## config.mk

```make
export PLATFORM = sky130hd
export DESIGN_NAME = pool_window_buffer_flat
export DESIGN_NICKNAME = d
export VERILOG_FILES = /design/src/rtl/pool_pkg.sv /design/src/rtl/pool_window_buffer_if.sv /design/src/rtl/pool_line_buffer.sv /design/src/rtl/pool_window_buffer.sv /design/src/flat_wrapper.sv
export SDC_FILE = /design/constraint.sdc
export NUM_CORES = 1
export LEC_CHECK = 0
export CORE_MARGIN = 2
export CORE_UTILIZATION = 55
export CTS_BUF_LIST = sky130_fd_sc_hd__clkbuf_8
export DETAILED_ROUTE_END_ITERATION = 10
export GPL_TIMING_DRIVEN = 0
export PLACE_DENSITY = 0.87
export SYNTH_ARGS = -nofsm -noshare
export SYNTH_HDL_FRONTEND = slang
export SYNTH_SLANG_ARGS = --single-unit
```

## constraint.sdc

```tcl
create_clock -name clk -period 3.35 [get_ports clk]
set_input_delay 0.67 -clock clk [delete_from_list [all_inputs] [get_ports clk]]
set_output_delay 0.67 -clock clk [all_outputs]
set_load 0.005 [all_outputs]
```

## src/rtl/pool_pkg.sv

```systemverilog
// rtl/pool_pkg.sv - shared types, window field indices and counter-width helper for the pooling path
//
// Contents:
//   POOL_BIT_REP      default signed pixel width
//   P00..P11          field index of each pixel inside a packed 2x2 window (lsb field = P00)
//   pool_window_t     packed window {p11,p10,p01,p00} at the default pixel width
//   pool_cnt_width()  bit width of a counter covering 0..n-1 (never narrower than 1)
package pool_pkg;

    localparam int POOL_BIT_REP = 8;

    localparam int P00 = 0;
    localparam int P01 = 1;
    localparam int P10 = 2;
    localparam int P11 = 3;

    typedef logic [3:0][POOL_BIT_REP-1:0] pool_window_t;

    function automatic int pool_cnt_width(input int n);
        return (n <= 2) ? 1 : $clog2(n);
    endfunction

endpackage

```

## src/rtl/pool_window_buffer_if.sv

```systemverilog
// rtl/pool_window_buffer_if.sv - pixel-in / window-out handshake bundle for pool_window_buffer
//
// Signals:
//   in_valid, in_ready, in_data        upstream pixel stream (one signed pixel per beat)
//   out_valid, out_ready, out_data     packed 2x2 window stream {p11,p10,p01,p00}
//   out_last                           qualifies out_data, marks the final window of a frame
// Modports:
//   master  environment side (drives pixels, accepts windows)
//   slave   buffer side
interface pool_window_buffer_if import pool_pkg::*; #(
    parameter int BIT_REP = POOL_BIT_REP
);
    logic                   in_valid;
    logic                   in_ready;
    logic [BIT_REP-1:0]     in_data;
    logic                   out_valid;
    logic                   out_ready;
    logic [4*BIT_REP-1:0]   out_data;
    logic                   out_last;

    modport master (
        output in_valid, in_data, out_ready,
        input  in_ready, out_valid, out_data, out_last
    );

    modport slave (
        input  in_valid, in_data, out_ready,
        output in_ready, out_valid, out_data, out_last
    );
endinterface

```

## src/rtl/pool_line_buffer.sv

```systemverilog
// rtl/pool_line_buffer.sv - one row of pixel pairs for the 2x2 window assembler
//
// Ports:
//   clk    write clock
//   we     write enable
//   waddr  write entry (pair index = column >> 1)
//   wdata  {odd-column pixel, even-column pixel}
//   raddr  read entry
//   rdata  combinational read of entry raddr
// Storage has no reset: every entry is written on an even row before the
// following odd row reads it.
module pool_line_buffer import pool_pkg::*; #(
    parameter int DEPTH = 14,
    parameter int WIDTH = 16,
    parameter int AW    = pool_cnt_width(DEPTH)
) (
    input  logic             clk,
    input  logic             we,
    input  logic [AW-1:0]    waddr,
    input  logic [WIDTH-1:0] wdata,
    input  logic [AW-1:0]    raddr,
    output logic [WIDTH-1:0] rdata
);
    logic [WIDTH-1:0] mem [DEPTH];

    always_ff @(posedge clk) begin
        if (we) begin
            mem[waddr] <= wdata;
        end
    end

    assign rdata = mem[raddr];

endmodule

```

## src/rtl/pool_window_buffer.sv

```systemverilog
// rtl/pool_window_buffer.sv - raster pixel stream to non-overlapping 2x2 window stream (stride 2)
//
// Ports:
//   clk   rising-edge clock
//   rst   asynchronous active-high reset
//   bus   pool_window_buffer_if.slave
//         in_valid/in_ready/in_data      one signed pixel per beat, raster order
//         out_valid/out_ready/out_data   registered window slot {p11,p10,p01,p00}
//         out_last                       set on the last window of each frame
// Even rows pair up pixels into the line buffer; odd rows combine the stored
// pair, the held even-column pixel and the incoming pixel into a window.
module pool_window_buffer import pool_pkg::*; #(
    parameter int BIT_REP = 8,
    parameter int IMG_W   = 28,
    parameter int IMG_H   = 28
) (
    input  logic                  clk,
    input  logic                  rst,
    pool_window_buffer_if.slave   bus
);
    localparam int CW       = pool_cnt_width(IMG_W);
    localparam int RW       = pool_cnt_width(IMG_H);
    localparam int LB_DEPTH = IMG_W / 2;
    localparam int LB_AW    = pool_cnt_width(LB_DEPTH);
    localparam int PW       = 2 * BIT_REP;

    if (IMG_W < 2 || (IMG_W % 2) != 0) begin : g_bad_w
        $error("pool_window_buffer: IMG_W must be even and >= 2");
    end
    if (IMG_H < 2 || (IMG_H % 2) != 0) begin : g_bad_h
        $error("pool_window_buffer: IMG_H must be even and >= 2");
    end

    logic [CW-1:0]          col;
    logic [RW-1:0]          row;
    logic [BIT_REP-1:0]     hold;
    logic                   out_valid_q;
    logic [4*BIT_REP-1:0]   out_data_q;
    logic                   out_last_q;

    logic                   accept;
    logic                   col_last;
    logic                   row_last;
    logic                   lb_we;
    logic                   win_load;
    logic [LB_AW-1:0]       lb_addr;
    logic [PW-1:0]          lb_rdata;
    logic [4*BIT_REP-1:0]   win_next;

    // A full, stalled output slot freezes the whole pipeline, even rows included.
    assign bus.in_ready  = !out_valid_q || bus.out_ready;
    assign accept        = bus.in_valid && bus.in_ready;

    assign col_last      = (col == CW'(IMG_W - 1));
    assign row_last      = (row == RW'(IMG_H - 1));
    assign lb_addr       = LB_AW'(col >> 1);

    assign lb_we         = accept && !row[0] && col[0];
    assign win_load      = accept &&  row[0] && col[0];

    pool_line_buffer #(
        .DEPTH (LB_DEPTH),
        .WIDTH (PW),
        .AW    (LB_AW)
    ) u_line_buffer (
        .clk   (clk),
        .we    (lb_we),
        .waddr (lb_addr),
        .wdata ({bus.in_data, hold}),
        .raddr (lb_addr),
        .rdata (lb_rdata)
    );

    // Line-buffer entry is {p01, p00}; the held pixel is p10 and the live pixel p11.
    always_comb begin
        win_next = '0;
        win_next[P00*BIT_REP +: BIT_REP] = lb_rdata[0 +: BIT_REP];
        win_next[P01*BIT_REP +: BIT_REP] = lb_rdata[BIT_REP +: BIT_REP];
        win_next[P10*BIT_REP +: BIT_REP] = hold;
        win_next[P11*BIT_REP +: BIT_REP] = bus.in_data;
    end

    always_ff @(posedge clk or posedge rst) begin
        if (rst) begin
            col  <= '0;
            row  <= '0;
            hold <= '0;
        end else if (accept) begin
            if (!col[0]) begin
                hold <= bus.in_data;
            end
            if (col_last) begin
                col <= '0;
                row <= row_last ? '0 : row + RW'(1);
            end else begin
                col <= col + CW'(1);
            end
        end
    end

    // A transfer empties the slot; a load in the same cycle refills it.
    always_ff @(posedge clk or posedge rst) begin
        if (rst) begin
            out_valid_q <= 1'b0;
            out_data_q  <= '0;
            out_last_q  <= 1'b0;
        end else begin
            if (out_valid_q && bus.out_ready) begin
                out_valid_q <= 1'b0;
            end
            if (win_load) begin
                out_valid_q <= 1'b1;
                out_data_q  <= win_next;
                out_last_q  <= row_last && col_last;
            end
        end
    end

    assign bus.out_valid = out_valid_q;
    assign bus.out_data  = out_data_q;
    assign bus.out_last  = out_last_q;

endmodule

```

## src/flat_wrapper.sv

```systemverilog
// flat-port wrapper written by rule: the top's interface ports become plain ports
module pool_window_buffer_flat import pool_pkg::*;
#(
    parameter int BIT_REP = 8,
    parameter int IMG_W   = 28,
    parameter int IMG_H   = 28
)
  (clk, rst, bus_in_valid, bus_in_data, bus_out_ready, bus_in_ready, bus_out_valid, bus_out_data, bus_out_last);
  pool_window_buffer_if #(.BIT_REP(BIT_REP)) bus_i ();
  input  logic clk;
  input  logic rst;
  input wire logic [$bits(bus_i.in_valid)-1:0] bus_in_valid;
  input wire logic [$bits(bus_i.in_data)-1:0] bus_in_data;
  input wire logic [$bits(bus_i.out_ready)-1:0] bus_out_ready;
  output wire logic [$bits(bus_i.in_ready)-1:0] bus_in_ready;
  output wire logic [$bits(bus_i.out_valid)-1:0] bus_out_valid;
  output wire logic [$bits(bus_i.out_data)-1:0] bus_out_data;
  output wire logic [$bits(bus_i.out_last)-1:0] bus_out_last;
  assign bus_i.in_valid = bus_in_valid;
  assign bus_i.in_data = bus_in_data;
  assign bus_i.out_ready = bus_out_ready;
  assign bus_in_ready = bus_i.in_ready;
  assign bus_out_valid = bus_i.out_valid;
  assign bus_out_data = bus_i.out_data;
  assign bus_out_last = bus_i.out_last;
  pool_window_buffer #(.BIT_REP(BIT_REP), .IMG_W(IMG_W), .IMG_H(IMG_H)) u_core (.clk(clk), .rst(rst), .bus(bus_i));
endmodule
```

==> results of run 1 <==
## final cells by class
cell class,count,area [um2]
Multi-Input combinational cell,296,2520
Clock inverter,31,206
Fill cell,1154,6350
Timing Repair Buffer,63,688
Sequential cell,276,8030
Clock buffer,43,592
Tap cell,260,325
Inverter,4,15.0
Buffer,30,173
## worst reg2reg max path, stage by stage, from the launching register on
cell     delay, ps
dfrtp_1        330
buf_2          260
buf_1          490
nand2_1        310
nor4_2         900
buf_6          250
buf_4          170
## stage by stage
step | instance area, um2 | utilization | total power [mW] | std cells
floorplan | 10700 | - | 6.32 | 606
global placement | 11500 | 0.607 | 7.28 | 912
detailed placement | 11700 | 0.622 | 7.50 | 929
CTS | 12500 | 0.664 | 10.2 | 1003
global route | 12500 | 0.664 | 10.6 | 1003
finish | 12500 | 0.664 | 10.2 | 1003
## cell usage in the layout, fill, tap and decap left out, types with 11 or more instances in the layout
cell type        synthesis  final
nor3_1                  11     11
mux2_2                  14     14
edfxtp_1               224    224
nor2_1                  35     24
dfrtp_1                 52     52
mux2i_1                 33     33
a21oi_1                 17     17
a22oi_1                 11     11
clkinv_1                 0     12
clkdlybuf4s50_1          0     46
buf_4                    8     13
mux4_2                  37     37
o22ai_1                 21     21
nand2_1                 66     66
clkbuf_8                 0     43
nor2_2                   0     11
inv_1                    2     11
## cells by family (layout without fill, tap and decap cells)
family | after synthesis | after routing | synth area share
buffers and inverters | 34 | 171 | 0.0176
AND/OR/NAND/NOR | 145 | 145 | 0.0638
flip-flops | 276 | 276 | 0.751
AO/OA/AOI/OAI | 58 | 58 | 0.0330
adder cells (fa/ha/maj) | 2 | 2 | 0.00234
multiplexers | 91 | 91 | 0.132
## metal layers
layer,vias to the layer above,share of wire
met1,3091,0.35
met5,-,0
met4,0,0.048
met2,522,0.48
met3,106,0.12
li1,2579,-
## registers in the layout, indices dropped and copies added (netlist names)
name                      cells
u_core.u_line_buffer.mem    224
u_core.bus.out_data          32
u_core.hold                   8
u_core.col                    5
u_core.row                    5
u_core.bus.out_last           1
u_core.bus.out_valid          1
## report_power, final
part           switching, mW  internal, mW
Combinational           1.54          1.34
Clock                   1.25          1.43
Sequential             0.376          4.29
## final timing paths
check	startpoint	endpoint	slack [ps]	depth (start not counted)
worst max-delay path	u_core.col[3]	u_core.u_line_buffer.mem[7][8]	340	6
worst min-delay path	u_core.bus.out_data[25]	u_core.bus.out_data[25]	470	2
min in group asynchronous	rst	u_core.bus.out_data[6]	520	2
worst max register to register	u_core.col[3]	u_core.u_line_buffer.mem[7][8]	340	6
worst min register to register	u_core.bus.out_data[25]	u_core.bus.out_data[25]	470	2
max in group asynchronous	rst	u_core.bus.out_data[19]	2220	3
==> flow_summary.json, run 1 <==
{
  "post-route-period-util": 0.897,
  "fin_ws_ps": 344,
  "path_delay_family": "simple AND/OR/NAND/NOR gates",
  "path_clk_slew_ps": 60,
  "grt_pass1_vias": 6598,
  "worstHoldPathType": "flop to flop",
  "path_cells": "buf_2 > buf_1 > nand2_1 > nor4_2 > buf_6 > buf_4",
  "cellLeakagePower_nw": 4.45,
  "cp.arrival_ps": 3250,
  "crit_path_end_kind": "flop",
  "ys_ff_latch": 276,
  "cp-start-kind": "flop",
  "antenna_cells": 0,
  "ant_nets": 0,
  "rows": 50,
  "critPathBufInv": 4,
  "detailed_place_hpwl_um": 15800,
  "cts_resized": 0,
  "drc": 0,
  "wl_um": 25600,
  "area_delta_synth_final_pct": 17.4,
  "use_met3": 0.0740,
  "syn_avg_cell_area_um2": 17.6,
  "globalplace.congestion": 0.819,
  "grtUsageMet1": 0.343,
  "critPathMaxFanout": 10,
  "coreArea_um2": 18900,
  "crit_slowest_cell": "nor4_2",
  "maxCapViolations": 0,
  "grtUsageTotal": 0.261,
  "synth_cells": 606,
  "drt_iter0_markers": 836,
  "met2_usage": 0.407,
  "min_period_ps": 3010,
  "first_pass_iters": 5,
  "grt_pass1_wl_um": 38700,
  "tns_ps": 0,
  "pre_cts_slack_ps": 27.7,
  "ir_worst_vdd_mv": 0.386,
  "grt_max_degree": 31,
  "cts.path.max_buffers": 3,
  "htreeDepth": 2,
  "power.density_nw_per_um2": 814,
  "ctsHoldBuffers": 0,
  "cts.sinks": 276,
  "async_reset_ff_frac": 0.188,
  "ys_seq_area_frac": 0.751,
  "die_w_um": 143,
  "max_freq_mhz": 333,
  "num_vias": 6298,
  "slew_violations": 0,
  "drive_gt1_frac": 0.226,
  "ios": 47,
  "holdWs_ps": 472,
  "ys_types": 44,
  "setup_viol_count_final": 0,
  "hold_violations": 0,
  "nNetsFinal": 726,
  "die_h_um": 143,
  "critPathMaxStageDelay_ps": 900,
  "clk_latency_ps": 550,
  "antenna_found_initial": 0,
  "grt.busiest_layer": "met2",
  "cts_tree": "built",
  "rsz0062_at_grt": "false",
  "die-area_um2": 20600,
  "cts_root_buf": "clkbuf_8",
  "synth_area_um2": 10700,
  "yosys.area.top_type": "edfxtp_1",
  "ys.flop_type": "edfxtp_1",
  "drt-wirelength-per-cell_um": 25.6,
  "synth_edf_count": 224,
  "cts_made_buffers": 41,
  "io_buffers": 46,
  "netlist_top_cells_count": "edfxtp_1, nand2_1, dfrtp_1, mux4_2, nor2_1",
  "required_ps": 3590,
  "status": "completed",
  "max-slew-margin-rel": 0.287,
  "cts_setup_buffers": 0,
  "via_per_inst": 6.28,
  "syn_nets": 620,
  "final.setup_skew_ps": 20.6,
  "yosysTopAreaCellShare": 0.629,
  "crit_type": "flop to flop",
  "tightest_slew_ps": 1070,
  "initial_utilization": 0.566,
  "synth.most_common_cell": "edfxtp_1",
  "overflow": 0,
  "yosys_warnings": 0,
  "yosys-top-cells-area": "edfxtp_1, dfrtp_1, mux4_2, mux2i_1, nand2_1"
}
Note: power is estimated with default switching activity, not from simulation.
==> run 2, diff against run 1 <==
- REMOVE_ABC_BUFFERS: not set -> 1
==> run 2 against run 1 <==
- setup slack worse by 68 ps
- critical path depth down 3
- combinational power down 21%
- highest routed layer unchanged
- die area unchanged
- sequential share of layout area up 0.65 points
- routed wire length down 11%
- via count down 4.9%
- register-to-register slack worse by 70 ps
- non-clock buffer count down 26
- total power down 5.0%
==> flow_summary.json, run 2 (same netlist as run 1, synthesis figures left out) <==
{
  "r2r_end": "u_core.u_line_buffer.mem[13][3]",
  "worstHoldPathType": "flop to flop",
  "num_vias": 5990,
  "cts_setup_buffers": 0,
  "final_common_cell": "edfxtp_1",
  "htreeDepth": 2,
  "initial_utilization": 0.566,
  "final.setup_skew_ps": 12.0,
  "cts.sinks": 276,
  "maxCapViolations": 0,
  "grt_pass1_vias": 6090,
  "drive_gt1_frac": 0.217,
  "crit_path_end_kind": "flop",
  "io_buffers": 46,
  "crit_start": "u_core.col[3]",
  "min_period_ps": 3070,
  "cts_tree": "built",
  "final_util": 0.658,
  "drc": 0,
  "tightest_slew_ps": 1370,
  "slew_violations": 0,
  "required_ps": 3600,
  "rows": 50,
  "ant_nets": 0,
  "die_h_um": 143,
  "drt-wirelength-per-cell_um": 23.2,
  "cts_made_buffers": 42,
  "die-area_um2": 20600,
  "ctsHoldBuffers": 0,
  "clk_latency_ps": 550,
  "cts_root_buf": "clkbuf_8",
  "crit_slowest_cell": "dfrtp_1",
  "path_cells": "nand2_1 > nor2_2 > buf_8",
  "via_per_inst": 6.11,
  "layout.cells.non_filler": 980,
  "antenna_found_initial": 0,
  "ios": 47,
  "final_cell_mix": "edfxtp_1, nand2_1, dfrtp_1",
  "dp.cells": 903,
  "detailed_place_hpwl_um": 14100,
  "hold_violations": 0,
  "die_w_um": 143,
  "drt_iter0_markers": 745,
  "cts.path.max_buffers": 3,
  "power.density_nw_per_um2": 781,
  "cp-start-kind": "flop",
  "area_delta_synth_final_pct": 16.3,
  "r2r-start": "u_core.col[3]",
  "antenna_cells": 0,
  "wl_um": 22700,
  "critPathMaxStageDelay_ps": 1080,
  "status": "completed",
  "crit_end": "u_core.u_line_buffer.mem[13][3]",
  "crit_type": "flop to flop",
  "path_clk_slew_ps": 60,
  "grt_max_degree": 48,
  "largest_reg_flops": 224,
  "setup_viol_count_final": 0,
  "nNetsFinal": 701,
  "grtUsageTotal": 0.231,
  "cts_resized": 0,
  "largest-register": "u_core.u_line_buffer.mem",
  "max-slew-margin-rel": 0.0821,
  "post-route-period-util": 0.918,
  "max_freq_mhz": 325,
  "cp.arrival_ps": 3320,
  "first_pass_iters": 5,
  "rsz0062_at_grt": "false",
  "grt_pass1_wl_um": 34600,
  "fillers": 1228,
  "reg2reg_slack_ps": 280,
  "coreArea_um2": 18900,
  "cellLeakagePower_nw": 4.39,
  "overflow": 0,
  "critPathMaxFanout": 27,
  "worstRegToRegCells": 3,
  "globalplace.congestion": 0.771,
  "ir_worst_vdd_mv": 0.509
}
run 2: cell count changes in the layout (fill, tap and decap cells not counted), moves of 5 or more:
cell / delta
clkbuf_1: -10
buf_2: -9
inv_1: +8
buf_4: -6
clkinv_1: -5
run 2: critical path, delay by kind of cell, from the launching register on:
family / cells / cell delay (ps)
simple gates: 2 / 1450
flops: 1 / 1080
buf+inv: 1 / 240
run 2: worst min-delay path by stage:
stage / cells after the start / endpoint / startpoint
after floorplan: 2 / u_core.row[1] / u_core.row[1]
after global placement: 2 / u_core.bus.out_data[30] / u_core.bus.out_data[30]
after detailed placement: 2 / u_core.bus.out_data[25] / u_core.bus.out_data[25]
after CTS: 2 / u_core.bus.out_data[25] / u_core.bus.out_data[25]
after global routing: 2 / u_core.bus.out_data[19] / u_core.bus.out_data[19]
final: 2 / u_core.bus.out_data[25] / u_core.bus.out_data[25]
run 2: layout make-up:
class / instances / area, um2 / area share
Multi-Input combinational cell: 296 / 2520 / 0.203
Tap cell: 260 / 325 / 0.0262
Inverter: 4 / 15.0 / 0.00121
Timing Repair Buffer: 67 / 778 / 0.0626
Clock buffer: 45 / 619 / 0.0498
Sequential cell: 276 / 8040 / 0.646
Clock inverter: 32 / 138 / 0.0111
run 2: metrics by stage:
stage	setup TNS (ps)	total power [mW]	worst slack, ps	hold WS, ps	area (um2)
3_5_place_dp	0	7.26	2.55	461	11700
5_1_grt	0	10.1	201	496	12400
4_1_cts	0	9.73	328	476	12400
2_1_floorplan	-64850	6.24	-1200	465	10500
3_3_place_gp	-426580	7.16	-4100	458	11300
6_report	0	9.70	276	472	12400
run 2: where the power goes:
part / switching, mW / leakage [nW] / internal, mW
clock network: 1.25 / 0.456 / 1.25
registers: 0.648 / 2.66 / 4.29
logic: 1.01 / 1.28 / 1.26
run 2: per-layer routing:
layer / global-route usage / up-vias / part of all wire
met5: 0 / - / 0
met3: 0.0443 / 58 / 0.097
met2: 0.346 / 358 / 0.46
met4: 0.104 / 0 / 0.034
met1: 0.335 / 3039 / 0.41
li1: - / 2535 / -
==> run 3, diff against run 2 <==
- CELL_PAD_IN_SITES_DETAIL_PLACEMENT: not set -> 0
- CELL_PAD_IN_SITES_GLOBAL_PLACEMENT: not set -> 1
- CORE_UTILIZATION: 55 -> 49
- PLACE_DENSITY: 0.87 -> 0.89
==> run 3 against run 2 <==
- register-to-register slack improved by 60 ps
- cell count increased by 2.0%
- die area increased by 12%
- clock skew decreased by 3.1 ps
- highest routed layer unchanged
- via count decreased by 4.8%
- routed wire length decreased by 2.3%
- critical endpoint is now u_core.u_line_buffer.mem[13][10]
- largest power group unchanged
- global-route usage decreased by 3.0 points
- total power increased by 0.24%
- combinational power about the same
- count of clock-buffer cells in the layout increased by 3
- design area about the same
- setup slack improved by 65 ps
==> flow_summary.json, run 3 (same netlist as run 1, synthesis figures left out) <==
{
  "cellLeakagePower_nw": 4.39,
  "maxCapViolations": 0,
  "cts_setup_buffers": 0,
  "rsz0062_at_grt": "false",
  "rows": 54,
  "nNetsFinal": 701,
  "drc": 0,
  "grt_pass1_wl_um": 33900,
  "ctsHoldBuffers": 0,
  "critPathMaxStageDelay_ps": 1060,
  "ios": 47,
  "largest-register": "u_core.u_line_buffer.mem",
  "critPathBufInv": 1,
  "post-route-period-util": 0.898,
  "cts_tree": "built",
  "drt-wirelength-per-cell_um": 22.2,
  "cts_made_buffers": 43,
  "path_clk_slew_ps": 60,
  "coreArea_um2": 21600,
  "hold_violations": 0,
  "antenna_cells": 0,
  "cts_resized": 0,
  "required_ps": 3590,
  "largest_reg_flops": 224,
  "dp.cells": 922,
  "initial_utilization": 0.494,
  "drt_iter0_markers": 548,
  "cts_root_buf": "clkbuf_8",
  "ir_worst_vdd_mv": 0.369,
  "clk_latency_ps": 530,
  "antenna_found_initial": 0,
  "max-slew-margin-rel": 0.157,
  "wl_um": 22200,
  "crit_slowest_cell": "dfrtp_1",
  "min_period_ps": 3010,
  "ant_nets": 0,
  "max_freq_mhz": 332,
  "post-route-cell-area_um2": 12400,
  "crit_path_end_kind": "flop",
  "overflow": 0,
  "crit_start": "u_core.col[3]",
  "grt_pass1_vias": 6065,
  "die_h_um": 152,
  "cp-start-kind": "flop",
  "slew_violations": 0,
  "detailed_place_hpwl_um": 13700,
  "crit_type": "flop to flop",
  "cts.sinks": 276,
  "status": "completed",
  "path_cells": "nand2_1 > nor2_2 > buf_8",
  "fillers": 1599,
  "final_common_cell": "edfxtp_1",
  "r2r-start": "u_core.col[3]",
  "critPathMaxFanout": 27,
  "drive_gt1_frac": 0.215,
  "htreeDepth": 2,
  "power.density_nw_per_um2": 782,
  "reg2reg_slack_ps": 340,
  "worstHoldPathType": "flop to flop",
  "path_delay_family": "simple AND/OR/NAND/NOR gates",
  "die-area_um2": 23000,
  "first_pass_iters": 5,
  "min_from": "u_core.bus.out_data[30]",
  "area_delta_synth_final_pct": 16.3,
  "dpl_cell_area_um2": 11700,
  "final_util": 0.575,
  "cts.path.max_buffers": 3,
  "io_buffers": 46,
  "grt_max_degree": 48,
  "tightest_slew_ps": 1260,
  "final_cell_mix": "edfxtp_1, nand2_1, dfrtp_1",
  "via_per_inst": 5.71,
  "globalplace.congestion": 0.712,
  "cp.arrival_ps": 3250,
  "setup_viol_count_final": 0,
  "num_vias": 5705,
  "layout.cells.non_filler": 1000,
  "final.setup_skew_ps": 8.89,
  "grtUsageTotal": 0.200,
  "die_w_um": 152
}
run 3: changes by cell type in the layout (fill, tap and decap cells not counted), sizes merged:
cell      delta
clkinvlp     -1
buf          -1
inv          -1
clkbuf       +3
run 3: final cells by class:
type | count | area, um2 | share of cell area
Sequential cell | 276 | 8040 | 0.646
Multi-Input combinational cell | 296 | 2520 | 0.203
Timing Repair Buffer | 66 | 736 | 0.0592
Clock buffer | 48 | 661 | 0.0531
Tap cell | 280 | 350 | 0.0282
Clock inverter | 30 | 118 | 0.00946
Inverter | 4 | 15.0 | 0.00121
run 3: power breakdown:
group	switching (mW)	total [mW]	internal, mW
clock network	1.23	2.54	1.31
logic	0.985	2.24	1.25
registers	0.660	4.95	4.29
total	2.88	9.73	6.85
run 3: worst min-delay path: stages (launching register included):
cell	delay (ps)
dfrtp_1	330
nand2_1	50
nand2_1	50
run 3: stage by stage:
stage	total power, mW	setup TNS, ps	hold slack [ps]	setup WS, ps
final	9.73	0	470	341
after global placement	7.19	-413780	459	-3950
after CTS	9.82	0	476	345
after global routing	10.2	0	498	213
after floorplan	6.24	-64850	465	-1200
after detailed placement	7.28	-483	462	-43.7
run 3: worst paths after layout:
path | endpoint | depth (start not counted)
worst max-delay path | u_core.u_line_buffer.mem[13][10] | 3
worst min-delay path | u_core.bus.out_data[30] | 2
worst max register to register | u_core.u_line_buffer.mem[13][10] | 3
worst min register to register | u_core.bus.out_data[30] | 2
max in group asynchronous | u_core.col[1] | 3
min in group asynchronous | u_core.bus.out_data[21] | 2
run 3: routing by layer:
metal / vias to the layer above / part of all wire / GRT usage
li1: 2526 / - / -
met1: 2903 / 0.40 / 0.257
met2: 218 / 0.51 / 0.347
met3: 58 / 0.067 / 0.0392
met4: 0 / 0.024 / 0.0639
met5: - / 0 / 0
